`src/rtl/icache_line_fill.sv`:
```
// Direct-mapped read-only instruction cache with a single outstanding 128-bit
// line fill; hits are served combinationally, misses stall the fetch stage.
module icache_line_fill #(
    parameter int SETS = 8
) (
    input  logic         clock,
    input  logic         reset,
    input  logic         read,
    input  logic [31:0]  address,
    output logic [31:0]  instruction,
    output logic         busywait,
    input  logic         flush,
    output logic         mem_read,
    output logic [27:0]  mem_address,
    input  logic [127:0] mem_readdata,
    input  logic         mem_busywait
);
    localparam int IDX_W = $clog2(SETS);
    localparam int TAG_W = 28 - IDX_W;

    typedef enum logic [1:0] {
        IDLE,
        MEM_READ,
        FILL
    } state_t;

    state_t state, state_next;

    logic [SETS-1:0]  valid;
    logic [TAG_W-1:0] tag_mem  [SETS];
    logic [127:0]     data_mem [SETS];
    logic [27:0]      miss_addr;
    logic             flush_pending;

    logic [TAG_W-1:0] addr_tag;
    logic [IDX_W-1:0] addr_idx;
    logic [1:0]       addr_off;
    logic [IDX_W-1:0] fill_idx;
    logic [TAG_W-1:0] fill_tag;
    logic [127:0]     line_data;
    logic             hit;
    logic             miss;
    logic             unused_addr_bits;

    assign addr_tag  = address[31:4+IDX_W];
    assign addr_idx  = address[4+IDX_W-1:4];
    assign addr_off  = address[3:2];
    assign fill_idx  = miss_addr[IDX_W-1:0];
    assign fill_tag  = miss_addr[27:IDX_W];
    assign line_data = data_mem[addr_idx];

    // Instruction fetches are word aligned; the byte offset carries no information.
    assign unused_addr_bits = ^address[1:0];

    assign hit  = reset && read && (state == IDLE) && valid[addr_idx]
                  && (tag_mem[addr_idx] == addr_tag);
    assign miss = reset && read && (state == IDLE) && !hit;

    assign busywait    = reset && read && !hit;
    assign instruction = hit ? line_data[{addr_off, 5'b0} +: 32] : 32'h0;
    assign mem_address = miss_addr;

    always_ff @(posedge clock) begin
        if (!reset) begin
            state <= IDLE;
        end else begin
            state <= state_next;
        end
    end

    always_comb begin
        state_next = state;
        mem_read   = 1'b0;
        unique case (state)
            IDLE: begin
                if (miss) begin
                    state_next = MEM_READ;
                end
            end
            MEM_READ: begin
                mem_read = reset;
                if (!mem_busywait) begin
                    state_next = FILL;
                end
            end
            FILL: begin
                state_next = IDLE;
            end
            default: begin
                state_next = IDLE;
            end
        endcase
    end

    // A flush seen mid-fill is deferred so the fill finishes, then wipes every line.
    always_ff @(posedge clock) begin
        if (!reset) begin
            valid         <= '0;
            flush_pending <= 1'b0;
            miss_addr     <= '0;
        end else begin
            if (miss) begin
                miss_addr <= address[31:4];
            end
            if (state == FILL) begin
                valid[fill_idx] <= 1'b1;
            end
            if ((state == IDLE) && (flush || flush_pending)) begin
                valid <= '0;
            end
            if (state == IDLE) begin
                flush_pending <= 1'b0;
            end else begin
                flush_pending <= flush_pending | flush;
            end
        end
    end

    // The last beat of the block is already on mem_readdata while in FILL.
    always_ff @(posedge clock) begin
        if (reset && (state == FILL)) begin
            data_mem[fill_idx] <= mem_readdata;
            tag_mem[fill_idx]  <= fill_tag;
        end
    end

endmodule

```
`config.mk`:
```
export PLATFORM = sky130hd
export DESIGN_NAME = icache_line_fill
export DESIGN_NICKNAME = d
export VERILOG_FILES = /design/src/rtl/icache_line_fill.sv
export SDC_FILE = /design/constraint.sdc
export NUM_CORES = 1
export LEC_CHECK = 0
export CAP_MARGIN = 10
export CORE_ASPECT_RATIO = 0.6
export CORE_MARGIN = 8
export CORE_UTILIZATION = 37
export DETAILED_ROUTE_END_ITERATION = 10
export SLEW_MARGIN = 5
export SYNTH_ARGS = -nofsm -noshare
export SYNTH_HDL_FRONTEND = slang
export SYNTH_SLANG_ARGS = --single-unit
```
`constraint.sdc`:
```
create_clock -name clock -period 8.55 [get_ports clock]
set_input_delay 0.855 -clock clock [delete_from_list [all_inputs] [get_ports clock]]
set_output_delay 0.855 -clock clock [all_outputs]
set_load 0.005 [all_outputs]
```
* Word level (Yosys, flattened, before mapping) *
Memory sizes are Yosys's and may differ from the RTL's.
Index checks and enable logic that the tools add are counted.

word-level totals
  register bits = 39
  bits in writable memories = 1224
  input port bits = 165
  output and inout bits = 62
  word-level logic and storage cells = 44
  memories kept = 2

memory list
  name      depth  bits a word  read ports  clocked after memory_dff  wr ports  line  source
  data_mem  8      128          1           0                         1         31    logic [127:0] data_mem [SETS];
  tag_mem   8      25           1           0                         1         30    logic [TAG_W-1:0] tag_mem [SETS];

operators by class
  magnitude comparators = 3
  equal/unequal tests = 5
  shifts and indexed selects = 1
  muxes and demuxes = 11
  bitwise operators = 3
  reductions and logical operators = 15

operators by type and width
  kind                                                                count
  indexed part select 128 x 8 -> 32 bit                               1
  two-way mux 32 bit                                                  1
  equality test 25 bit                                                1
  logical AND 1 bit                                                   9
  < comparator 3 x 4 -> 1 bit (second input constant)                 2
  OR 8 bit                                                            1
  two-way mux 1 bit                                                   5
  two-way mux 2 bit                                                   2
  inequality test 2 bit (second input constant)                       2
  one-hot mux 2 bit (2 select lines)                                  1
  OR reduction 2 bit                                                  2
  binary-select mux 1 bit (select 3 bit)                              1
  demux 1 bit (select 3 bit)                                          1
  greater-or-equal comparator 3 x 1 -> 1 bit (second input constant)  1
  equality test 2 x 1 -> 1 bit (second input constant)                1
  equality test 2 bit (second input constant)                         1
  logical NOT 2 bit                                                   1
  AND reduction 2 bit                                                 1
  logical NOT 1 bit                                                   1
  logical OR 1 bit                                                    1
  NOT 1 bit                                                           1
  OR 1 bit                                                            1

* Depth between registers and ports, before layout *
Gate-level depths: netlist of run 1.

  depth in word-level cells = 8
  depth in mapped cells = 13
  gate-level depth less buffers = 8

* Worst setup path before layout of run 1 *
No wires, ideal clock.

  path type = input -> register
  start = in reset
  end = mem data_mem[2][0] (enable)
  library setup time = 668 ps
  arrival = 7886 ps
  required time = 7882 ps
  setup slack = -4 ps
  cell stages on the path = 4
  path buffers = 2
  path through = clkbuf_1 -> clkbuf_1 -> nand2_1 -> nor2_1

on the way
  cells in the longest elaborated chain, start to end = 3

RTL lines
  item                                     line  source
  start: declaration                       7     input logic reset,
  logical AND 1 bit                        121   if (reset && (state == FILL)) begin
  two-way mux 1 bit                        121
  two-way mux 1 bit (not written as such)  122   data_mem[fill_idx] <= mem_readdata;
  end: declaration                         31

Every way passes these cells.

* Worst setup path in the final report of run 1 *
  start = in address[4]
  end = out instruction[13]

on the way
  cells in the longest elaborated chain, start to end = 5
  elaborated cells between the ends (all ways) = 9
  classes of those cells = 1 x eq/ne; 1 x shift; 3 x mux; 2 x reduce/logical; 2 x memory

RTL lines
  item                                                          line  source
  start: declaration                                            9     input logic [31:0] address,
  branches (longest 4 deep; another with memory (8 x 128 bit))  -
  two-way mux 32 bit (*)                                        60    assign instruction = hit ? line_data[{addr_off, 5'b0} +: 32] : 32'h0;
  end: declaration                                              10    output logic [31:0] instruction,

Mark *: on every way between the ends. The select of a mux whose other input is x is not followed.

==> impl_metrics.json, run 1 <==
{
  "swShare_pct": 20.5,
  "cts_root_buffer": "clkbuf_16",
  "final_layout_size_suffix_gt1_share_pct": 24.9,
  "hold_violations": 0,
  "cts_resized": 0,
  "clockBufferDepth": 3,
  "vias": 21600,
  "io_buffers": 224,
  "fmax_mhz": 170,
  "r2r-start": "tag_mem[7][4]$_DFFE_PP_",
  "vdd_drop_max_uv": 168,
  "async_flop_share_pct": 0,
  "routed_wl_um": 109000,
  "rsz0062_at_grt": "no",
  "grt_pass1_vias": 23500,
  "pin_count": 227,
  "overflow": 0,
  "reg2reg_slack_ps": 5100,
  "crit_arrival_ps": 5040,
  "synth-edff-count": 1224,
  "syn_area_um2": 48200,
  "cts_tree": "yes",
  "numCtsBuffers": 116,
  "fillCellCount": 10900,
  "drc": 0,
  "path_max_fanout": 75,
  "worstSetupStartpointType": "input port",
  "cp_cell_sequence": "buf_8 > mux4_2 > mux2i_1 > xor2_1 > nand4_1 > nor4_2 > nand4_4 > buf_4 > nor2_1 > clkdlybuf4s50_1",
  "multi_input_area_um2": 10300,
  "viasPerCell": 5.22,
  "finalSetupViolCount": 0,
  "p_clk_share_pct": 41.7,
  "start_util_pct": 37.3,
  "antenna_left": 0,
  "cp.required_ps": 7700,
  "power.density_nw_per_um2": 226,
  "regArea_um2": 37500,
  "placed_area_um2": 52600,
  "fin_ws_ps": 2660,
  "synthToLayoutAreaGrowth_pct": 17.2,
  "min_period_ps": 5890,
  "rows": 102,
  "clk_latency_ps": 720,
  "die_h_um": 296,
  "whs_endpoint": "valid[6]$_SDFFE_PP0N_",
  "ys_warn_count": 0,
  "clk_pin_slew_worst_paths_ps": 70,
  "finalCritPeriodShare_pct": 68.9,
  "fin_nets": 2470,
  "grt_pass1_wl_um": 159000,
  "maxSlewViolCount": 0,
  "reg2reg_depth": 8,
  "coreArea_um2": 129000,
  "hold_depth": 2,
  "critPathBufInv": 3,
  "die_w_um": 482,
  "syn_nets": 2196,
  "worst_path_max_delay_cell": "buf_8",
  "hpwl_um": 59400,
  "pwr-share-comb_pct": 4.7,
  "htreeDepth": 3,
  "p_leak_uw": 0.0176,
  "routedWlPerCell_um": 26.3,
  "skew_ps": 43.6,
  "post_layout_nonfiller_instances": 4133,
  "clock_sinks": 1263,
  "drv_cap": 0,
  "synth_cell_types": 41,
  "cp_top_family": "buffers and inverters",
  "synth_seq_area_share_pct": 77.8,
  "seq_power_share_pct": 53.6,
  "internal_power_uw": 10100,
  "cpPeakStageDelay_ps": 630,
  "syn_area_per_cell_um2": 23.7,
  "status": "finished clean",
  "utilization_pct": 43.8,
  "die_area_um2": 143000,
  "drtIter0Drc": 1738,
  "cts_setup_buffers": 0,
  "gp_congestion": 0.723,
  "crit_type": "input port to output pin",
  "design_area_um2": 56500,
  "grt_max_degree": 107,
  "drt_first_pass_iters": 5,
  "end_kind": "output pin",
  "track_usage_pct": 15.1,
  "synth_flop_cell": "edfxtp_1",
  "max-slew-margin-rel_pct": 31.4,
  "synth_cells": 2031,
  "antenna_found_initial": 20,
  "hp-class": "flip-flop to flip-flop",
  "worst_pin_slew_ps": 1030,
  "min-delay-start": "valid[6]$_SDFFE_PP0N_",
  "hold_buffers": 0,
  "dp_slack_ps": 2540,
  "p_sw_uw": 2610,
  "rr_endpoint": "mem_address[23]$_SDFFE_PN0P_",
  "placed_cells": 3903,
  "ys_ff_latch": 1263
}
[cells in the final DEF (no fill, tap or decap), types with 3 or more instances in the layout]
master and n:
edfxtp_1 1224, mux4_2 363, clkdlybuf4s50_1 218, clkbuf_16 117
mux2i_1 89, nand2_1 73, nor2_1 55, dfxtp_1 39
clkinv_1 32, buf_4 30, clkinv_2 18, xor2_1 17
clkbuf_1 17, bufinv_16 17, diode_2 9, nor2_4 8
clkinvlp_4 8, buf_12 8, xnor2_1 6, mux2_2 6
nor2b_1 5, and3_1 4, inv_6 4, nor4_2 3
nand3_1 3, a21oi_1 3, nand2b_1 3, clkinv_4 3
[power groups by stage]
| stage | Sequential (µW) | Clock, µW | Combinational, µW |
|---|---|---|---|
| detailed placement | 6970 | 0 | 614 |
| global placement | 6970 | 0 | 598 |
| finish | 6840 | 5310 | 600 |
| global route | 6840 | 5690 | 647 |
| floorplan | 6970 | 0 | 346 |
| CTS | 6840 | 5460 | 616 |
[state kept, by name, summed over array words and instances, names as in the netlist]
| signal | flops |
|---|---|
| data_mem | 1024 |
| tag_mem | 200 |
| mem_address | 28 |
| valid | 8 |
| state | 2 |
| flush_pending | 1 |
[cell type report]
class / instances / share of cell area (%)
inverter: 2 / 0.0133
clock inverter: 87 / 1.65
sequential: 1263 / 66.4
clock buffer: 134 / 5.29
tap: 1716 / 3.80
timing repair buffer: 260 / 4.63
antenna: 9 / 0.0399
multi-input combinational: 662 / 18.1
[how the worst max path moves through the flow]
| stage | startpoint | to | cells after the start | slack [ps] |
|---|---|---|---|---|
| floorplan | reset | data_mem[2][0]$_DFFE_PP_ | 4 | -4 |
| global placement | address[6] | instruction[6] | 10 | 2670 |
| detailed placement | address[4] | instruction[12] | 10 | 2540 |
| CTS | address[4] | instruction[12] | 10 | 2540 |
| global route | address[4] | instruction[12] | 10 | 2360 |
| finish | address[4] | instruction[13] | 10 | 2660 |
[Yosys cell counts (all sizes together), types with 2 or more instances]
cell type / n / share of area (%)
nor2b: 5 / 0.065
nor4: 4 / 0.12
xnor2: 6 / 0.11
mux4: 363 / 17
mux2i: 89 / 1.8
buf: 55 / 0.63
a211oi: 2 / 0.031
o22ai: 2 / 0.026
o2111ai: 2 / 0.036
mux2: 6 / 0.14
nand2b: 3 / 0.039
inv: 2 / 0.016
dfxtp: 39 / 1.6
clkbuf: 49 / 0.38
nand2: 73 / 0.57
a221oi: 2 / 0.036
edfxtp: 1224 / 76
xor2: 17 / 0.31
nand3: 3 / 0.031
a21oi: 3 / 0.031
nand4: 2 / 0.057
o21ai: 2 / 0.021
nor2: 63 / 0.49
and3: 5 / 0.075
[cells by family after synthesis]
| group | Yosys count | synth area share, % |
|---|---|---|
| compound gates | 20 | 0.298 |
| flops | 1263 | 77.8 |
| xor+xnor | 23 | 0.418 |
| buf+inv | 106 | 1.02 |
| mux | 458 | 18.9 |
| simple gates | 161 | 1.48 |
[metrics by stage]
| stage | TNS [ps] | power, µW | hold slack, ps |
|---|---|---|---|
| global placement | 0 | 7570 | 453 |
| global route | 0 | 13200 | 511 |
| detailed placement | 0 | 7590 | 466 |
| finish | 0 | 12800 | 486 |
| CTS | 0 | 12900 | 481 |
| floorplan | -1730 | 7310 | 431 |
[worst reg2reg max path: cells and delay by family (launching register included)]
family	cells	cell delay, ps
multiplexers	3	930
flip-flops	1	350
AND/OR/NAND/NOR	4	1810
XOR/XNOR	1	210
[routing by layer]
metal	track usage, %	routed length (µm)	part of all wire, %	vias up
met5	0	91	0.084	-
met4	3.37	1630	1.5	14
met3	3.30	6330	5.8	128
met2	25.9	55000	50	522
met1	20.0	45900	42	11700
li1	-	-	-	9201
No activity file was read; power rests on OpenSTA's default activity.
==> run 2, diff against run 1 <==
clock period = 5.9 ns   (was 8.55 ns; I/O delays follow)
==> run 2 against run 1 <==
Die area unchanged. Clock power up 42%. Hold slack worse by 190 ps. Power up 44%. Worst setup slack worse by 1900 ps. Global-route usage up 0.25 points. Sequential share of layout area down 0.087 points. Sequential cell count unchanged. Clock skew down 5.3 ps. Non-clock buffer count up 8. Wire length up 1.2%. Core utilization up 0.057 points. Critical path type unchanged.
==> impl_metrics.json, run 2 (synthesized netlist as in run 1, its figures left out) <==
{
  "status": "finished clean",
  "antenna_found_initial": 27,
  "cts_root_buffer": "clkbuf_16",
  "max-slew-margin-rel_pct": 23.8,
  "r2r-start": "tag_mem[4][20]$_DFFE_PP_",
  "vias": 21600,
  "multi_input_area_um2": 10300,
  "clk_latency_ps": 740,
  "finalSetupViolCount": 0,
  "drtIter0Drc": 1796,
  "layout_commonest_cell": "edfxtp_1",
  "clock_sinks": 1263,
  "cp_top_family": "buffers and inverters",
  "start_util_pct": 37.3,
  "cts_resized": 0,
  "cts_setup_buffers": 0,
  "drc": 0,
  "end_kind": "output pin",
  "crit_arrival_ps": 4580,
  "path_max_fanout": 42,
  "drt_first_pass_iters": 5,
  "pin_count": 227,
  "cp_common_cell": "buf_4",
  "cp.required_ps": 5310,
  "p_leak_uw": 0.0176,
  "placed_area_um2": 52700,
  "final_cell_mix": "edfxtp_1 (1,224), mux4_2 (363), clkdlybuf4s50_1 (218), clkbuf_16 (118), mux2i_1 (89)",
  "crit_type": "input port to output pin",
  "htreeDepth": 3,
  "hold_depth": 3,
  "final_layout_size_suffix_gt1_share_pct": 25.1,
  "regMostFlops": "data_mem",
  "gp_congestion": 0.746,
  "vdd_drop_max_uv": 253,
  "hp-class": "input port to flip-flop",
  "fillCellCount": 10800,
  "cts_tree": "yes",
  "rsz0062_at_grt": "no",
  "hold_violations": 0,
  "clk_pin_slew_worst_paths_ps": 70,
  "placed_cells": 3911,
  "power.density_nw_per_um2": 324,
  "overflow": 0,
  "clockBufferDepth": 3,
  "worst_pin_slew_ps": 1140,
  "reg2reg_depth": 7,
  "regArea_um2": 37500,
  "post_layout_nonfiller_instances": 4140,
  "rows": 102,
  "design_area_um2": 56600,
  "hold_buffers": 0,
  "largest_reg_flops": 1024,
  "coreArea_um2": 129000,
  "grt_pass1_wl_um": 161000,
  "skew_ps": 38.3,
  "worstSetupStartpoint": "address[5]",
  "viasPerCell": 5.22,
  "maxSlewViolCount": 0,
  "reg2reg_slack_ps": 2250,
  "fin_setup_tns_ps": 0,
  "crit_cells": 11,
  "worstSetupStartpointType": "input port",
  "worst_path_max_delay_cell": "nand4_4",
  "rr_endpoint": "mem_address[4]$_SDFFE_PN0P_",
  "antenna_left": 0,
  "hpwl_um": 61200,
  "routedWlPerCell_um": 26.6,
  "die_w_um": 482,
  "numCtsBuffers": 116,
  "cp_cell_sequence": "buf_8 > buf_4 > mux4_2 > mux2i_1 > xor2_1 > o2111ai_1 > nor4_4 > nand4_4 > buf_4 > nor2_1 > clkdlybuf4s50_1",
  "power.total_uw": 18300,
  "fmax_mhz": 193,
  "min_period_ps": 5170,
  "critPathCapture": "instruction[25]",
  "finalCritPeriodShare_pct": 87.7,
  "die_area_um2": 143000,
  "routed_wl_um": 110000,
  "cpPeakStageDelay_ps": 590,
  "fin_nets": 2478,
  "io_buffers": 224,
  "track_usage_pct": 15.4,
  "synthToLayoutAreaGrowth_pct": 17.3,
  "die_h_um": 296,
  "grt_max_degree": 131,
  "drv_cap": 0,
  "critPathBufInv": 4,
  "grt_pass1_vias": 23600
}
run 2: changes by cell type in the layout (fill, tap and decap cells not counted), moves of 2 or more:
cell / before / now
buf_12: 8 / 16
clkinv_1: 32 / 24
inv_16: 1 / 3
clkinvlp_4: 8 / 2
clkbuf_1: 17 / 20
clkinv_2: 18 / 21
clkbuf_8: 1 / 7
bufinv_16: 17 / 10
diode_2: 9 / 15
run 2: worst min path at each step:
stage	start	end
2_1_floorplan	valid[3]$_SDFFE_PP0N_	valid[3]$_SDFFE_PP0N_
3_3_place_gp	valid[6]$_SDFFE_PP0N_	valid[6]$_SDFFE_PP0N_
3_5_place_dp	valid[4]$_SDFFE_PP0N_	valid[4]$_SDFFE_PP0N_
4_1_cts	reset	state[0]$_SDFFE_PN0P_
5_1_grt	reset	state[0]$_SDFFE_PN0P_
6_report	reset	state[0]$_SDFFE_PN0P_
run 2: where the power goes:
group | internal [µW] | switching [µW] | leakage, µW
sequential | 9870 | 42.1 | 0.0113
clock | 4200 | 3330 | 0.00187
combinational | 436 | 444 | 0.00439
run 2: per-stage QoR:
stage | hold WS, ps | setup WS, ps | utilization (%)
after floorplan | 431 | -2390 | -
after global placement | 453 | 817 | 40.8
after detailed placement | 460 | 707 | 40.8
after CTS | 235 | 688 | 43.8
after global routing | 264 | 551 | 43.8
final | 298 | 726 | 43.8
run 2: tightest hold or removal path, cell delays in order:
cell    delay (ps)
buf_2           90
and3_1         180
a22o_1         150
run 2: routing by layer:
metal	global-route usage [%]	share of wire [%]	wire, µm	vias to the layer above
li1	-	-	-	9225
met1	20.1	42	46000	11700
met2	26.1	50	55200	518
met3	3.94	6.4	7010	146
met4	3.45	1.7	1850	14
met5	0	0.077	85	-
run 2: area by class of cell:
cell class                 count  share of cell area [%]
sequential                  1263                    66.3
inverter                       2                  0.0133
antenna                       15                  0.0663
clock inverter                70                    1.26
timing repair buffer         268                    4.91
multi-input combinational    662                    18.1
tap                         1716                    3.79
clock buffer                 144                    5.50
==> run 3, diff against run 2 <==
CORE_MARGIN = 3   (was 8)
==> run 3 against run 2 <==
Die area shrank 5.4%. First-iteration DRC count grew 0.17%. Largest power group unchanged. Wire length shrank 1.9%. Via count shrank 0.32%. Critical endpoint is now instruction[24]. Critical path depth shrank 3. Sequential power is essentially flat.
==> impl_metrics.json, run 3 (synthesized netlist as in run 1, its figures left out) <==
{
  "status": "finished clean",
  "overflow": 0,
  "swShare_pct": 20.5,
  "largest_reg_flops": 1024,
  "hpwl_um": 58900,
  "cts_setup_buffers": 0,
  "regMostFlops": "data_mem",
  "dp_slack_ps": 583,
  "clk_pin_slew_worst_paths_ps": 60,
  "whs_endpoint": "mem_address[1]$_SDFFE_PN0P_",
  "drt_first_pass_iters": 5,
  "pwr-share-comb_pct": 4.8,
  "grt_pass1_vias": 22900,
  "rsz0062_at_grt": "no",
  "end_kind": "output pin",
  "numCtsBuffers": 118,
  "min_period_ps": 5090,
  "cts_root_buffer": "clkbuf_16",
  "worst_pin_slew_ps": 1130,
  "crit_type": "input port to output pin",
  "cts_tree": "yes",
  "hold_violations": 0,
  "die_w_um": 472,
  "fmax_mhz": 196,
  "hold_buffers": 0,
  "seq_power_share_pct": 54.6,
  "max-slew-margin-rel_pct": 24.4,
  "routed_wl_um": 108000,
  "maxSlewViolCount": 0,
  "reg2reg_slack_ps": 2350,
  "p_clk_share_pct": 40.6,
  "worstSetupStartpointType": "input port",
  "finalCritPeriodShare_pct": 86.3,
  "min-delay-start": "address[5]",
  "final_cell_mix": "edfxtp_1 (1,224), mux4_2 (363), clkdlybuf4s50_1 (218), clkbuf_16 (120), mux2i_1 (89)",
  "fillCellCount": 10700,
  "path_max_fanout": 45,
  "gp_congestion": 0.736,
  "drtIter0Drc": 1799,
  "drc": 0,
  "fin_nets": 2478,
  "cpPeakStageDelay_ps": 780,
  "start_util_pct": 37.7,
  "drv_cap": 0,
  "die_h_um": 286,
  "clock_sinks": 1263,
  "crit_arrival_ps": 4500,
  "viasPerCell": 5.23,
  "layout_commonest_cell": "edfxtp_1",
  "die_area_um2": 135000,
  "rows": 101,
  "fin_ws_ps": 811,
  "grt_pass1_wl_um": 159000,
  "p_sw_uw": 3720,
  "cp_cell_sequence": "buf_8 > buf_4 > buf_4 > mux4_2 > mux4_2 > mux2i_1 > nor2_1 > clkdlybuf4s50_1",
  "worst_path_max_delay_cell": "buf_4",
  "hp-class": "input port to flip-flop",
  "clk_latency_ps": 720,
  "pin_count": 227,
  "io_buffers": 224,
  "p_leak_uw": 0.0175,
  "utilization_pct": 44.1,
  "reg2reg_depth": 9,
  "htreeDepth": 3,
  "track_usage_pct": 16.1,
  "coreArea_um2": 128000,
  "antenna_left": 0,
  "vdd_drop_max_uv": 240,
  "cp_top_family": "buffers and inverters",
  "routedWlPerCell_um": 26.2,
  "final_layout_size_suffix_gt1_share_pct": 24.9,
  "vias": 21500,
  "cp.required_ps": 5310,
  "power.density_nw_per_um2": 322,
  "grt_max_degree": 106,
  "critPathBufInv": 4,
  "finalSetupViolCount": 0,
  "r2r-start": "tag_mem[6][0]$_DFFE_PP_",
  "cts_resized": 0,
  "hold_depth": 3,
  "clockBufferDepth": 3,
  "rr_endpoint": "mem_address[23]$_SDFFE_PN0P_",
  "post_layout_nonfiller_instances": 4118,
  "placed_cells": 3892,
  "placed_area_um2": 52600,
  "antenna_found_initial": 28,
  "internal_power_uw": 14400,
  "design_area_um2": 56400,
  "skew_ps": 28.9,
  "synthToLayoutAreaGrowth_pct": 16.9
}
==> run 3: cell count changes in the layout (fill, tap and decap cells not counted), sizes merged <==
| cell | before | now |
|---|---|---|
| diode | 15 | 10 |
| clkinv | 51 | 44 |
| clkbuf | 145 | 151 |
| bufinv | 10 | 8 |
| buf | 49 | 47 |
| inv | 9 | 8 |
| clkinvlp | 2 | 8 |
==> run 3: through the flow <==
| step | setup TNS [ps] | power [µW] | hold WS (ps) |
|---|---|---|---|
| 2_1_floorplan | -2723780 | 10600 | 431 |
| 3_3_place_gp | 0 | 11000 | 447 |
| 3_5_place_dp | 0 | 11000 | 461 |
| 4_1_cts | 0 | 18400 | 213 |
| 5_1_grt | 0 | 18800 | 257 |
| 6_report | 0 | 18100 | 302 |
==> run 3: layer usage <==
metal | global-route usage (%) | vias up | share of wire, %
met5 | 0 | - | 0.13
met4 | 3.99 | 24 | 2.1
met3 | 3.93 | 181 | 5.9
met2 | 26.3 | 493 | 49
met1 | 21.8 | 11600 | 43
li1 | - | 9216 | -
==> run 3: worst max path at each step <==
stage,startpoint,end,cells after the start
finish,address[4],instruction[24],8
global route,address[4],instruction[24],8
CTS,address[4],instruction[24],8
detailed placement,address[4],instruction[24],8
global placement,address[4],instruction[24],8
floorplan,reset,data_mem[2][0]$_DFFE_PP_,4
==> run 3: worst register-to-register path, delay by kind of cell (launching register included) <==
kind | cells | cell delay, ps
simple gates | 4 | 1560
mux | 3 | 890
buf+inv | 1 | 390
flops | 1 | 380
xor+xnor | 1 | 180
==> run 3: area by class of cell <==
cell class	count	area, µm²	area share (%)
antenna	10	25.0	0.0444
clock buffer	150	3150	5.58
clock inverter	66	573	1.02
inverter	2	7.51	0.0133
multi-input combinational	662	10300	18.2
sequential	1263	37500	66.6
tap	1699	2130	3.77
timing repair buffer	266	2710	4.81
==> run 3: power groups by stage <==
stage               combinational [µW]  clock [µW]  sequential (µW)
global placement                   866           0            10100
global route                       942        7970             9910
finish                             869        7360             9910
floorplan                          502           0            10100
detailed placement                 890           0            10100
CTS                                893        7600             9910
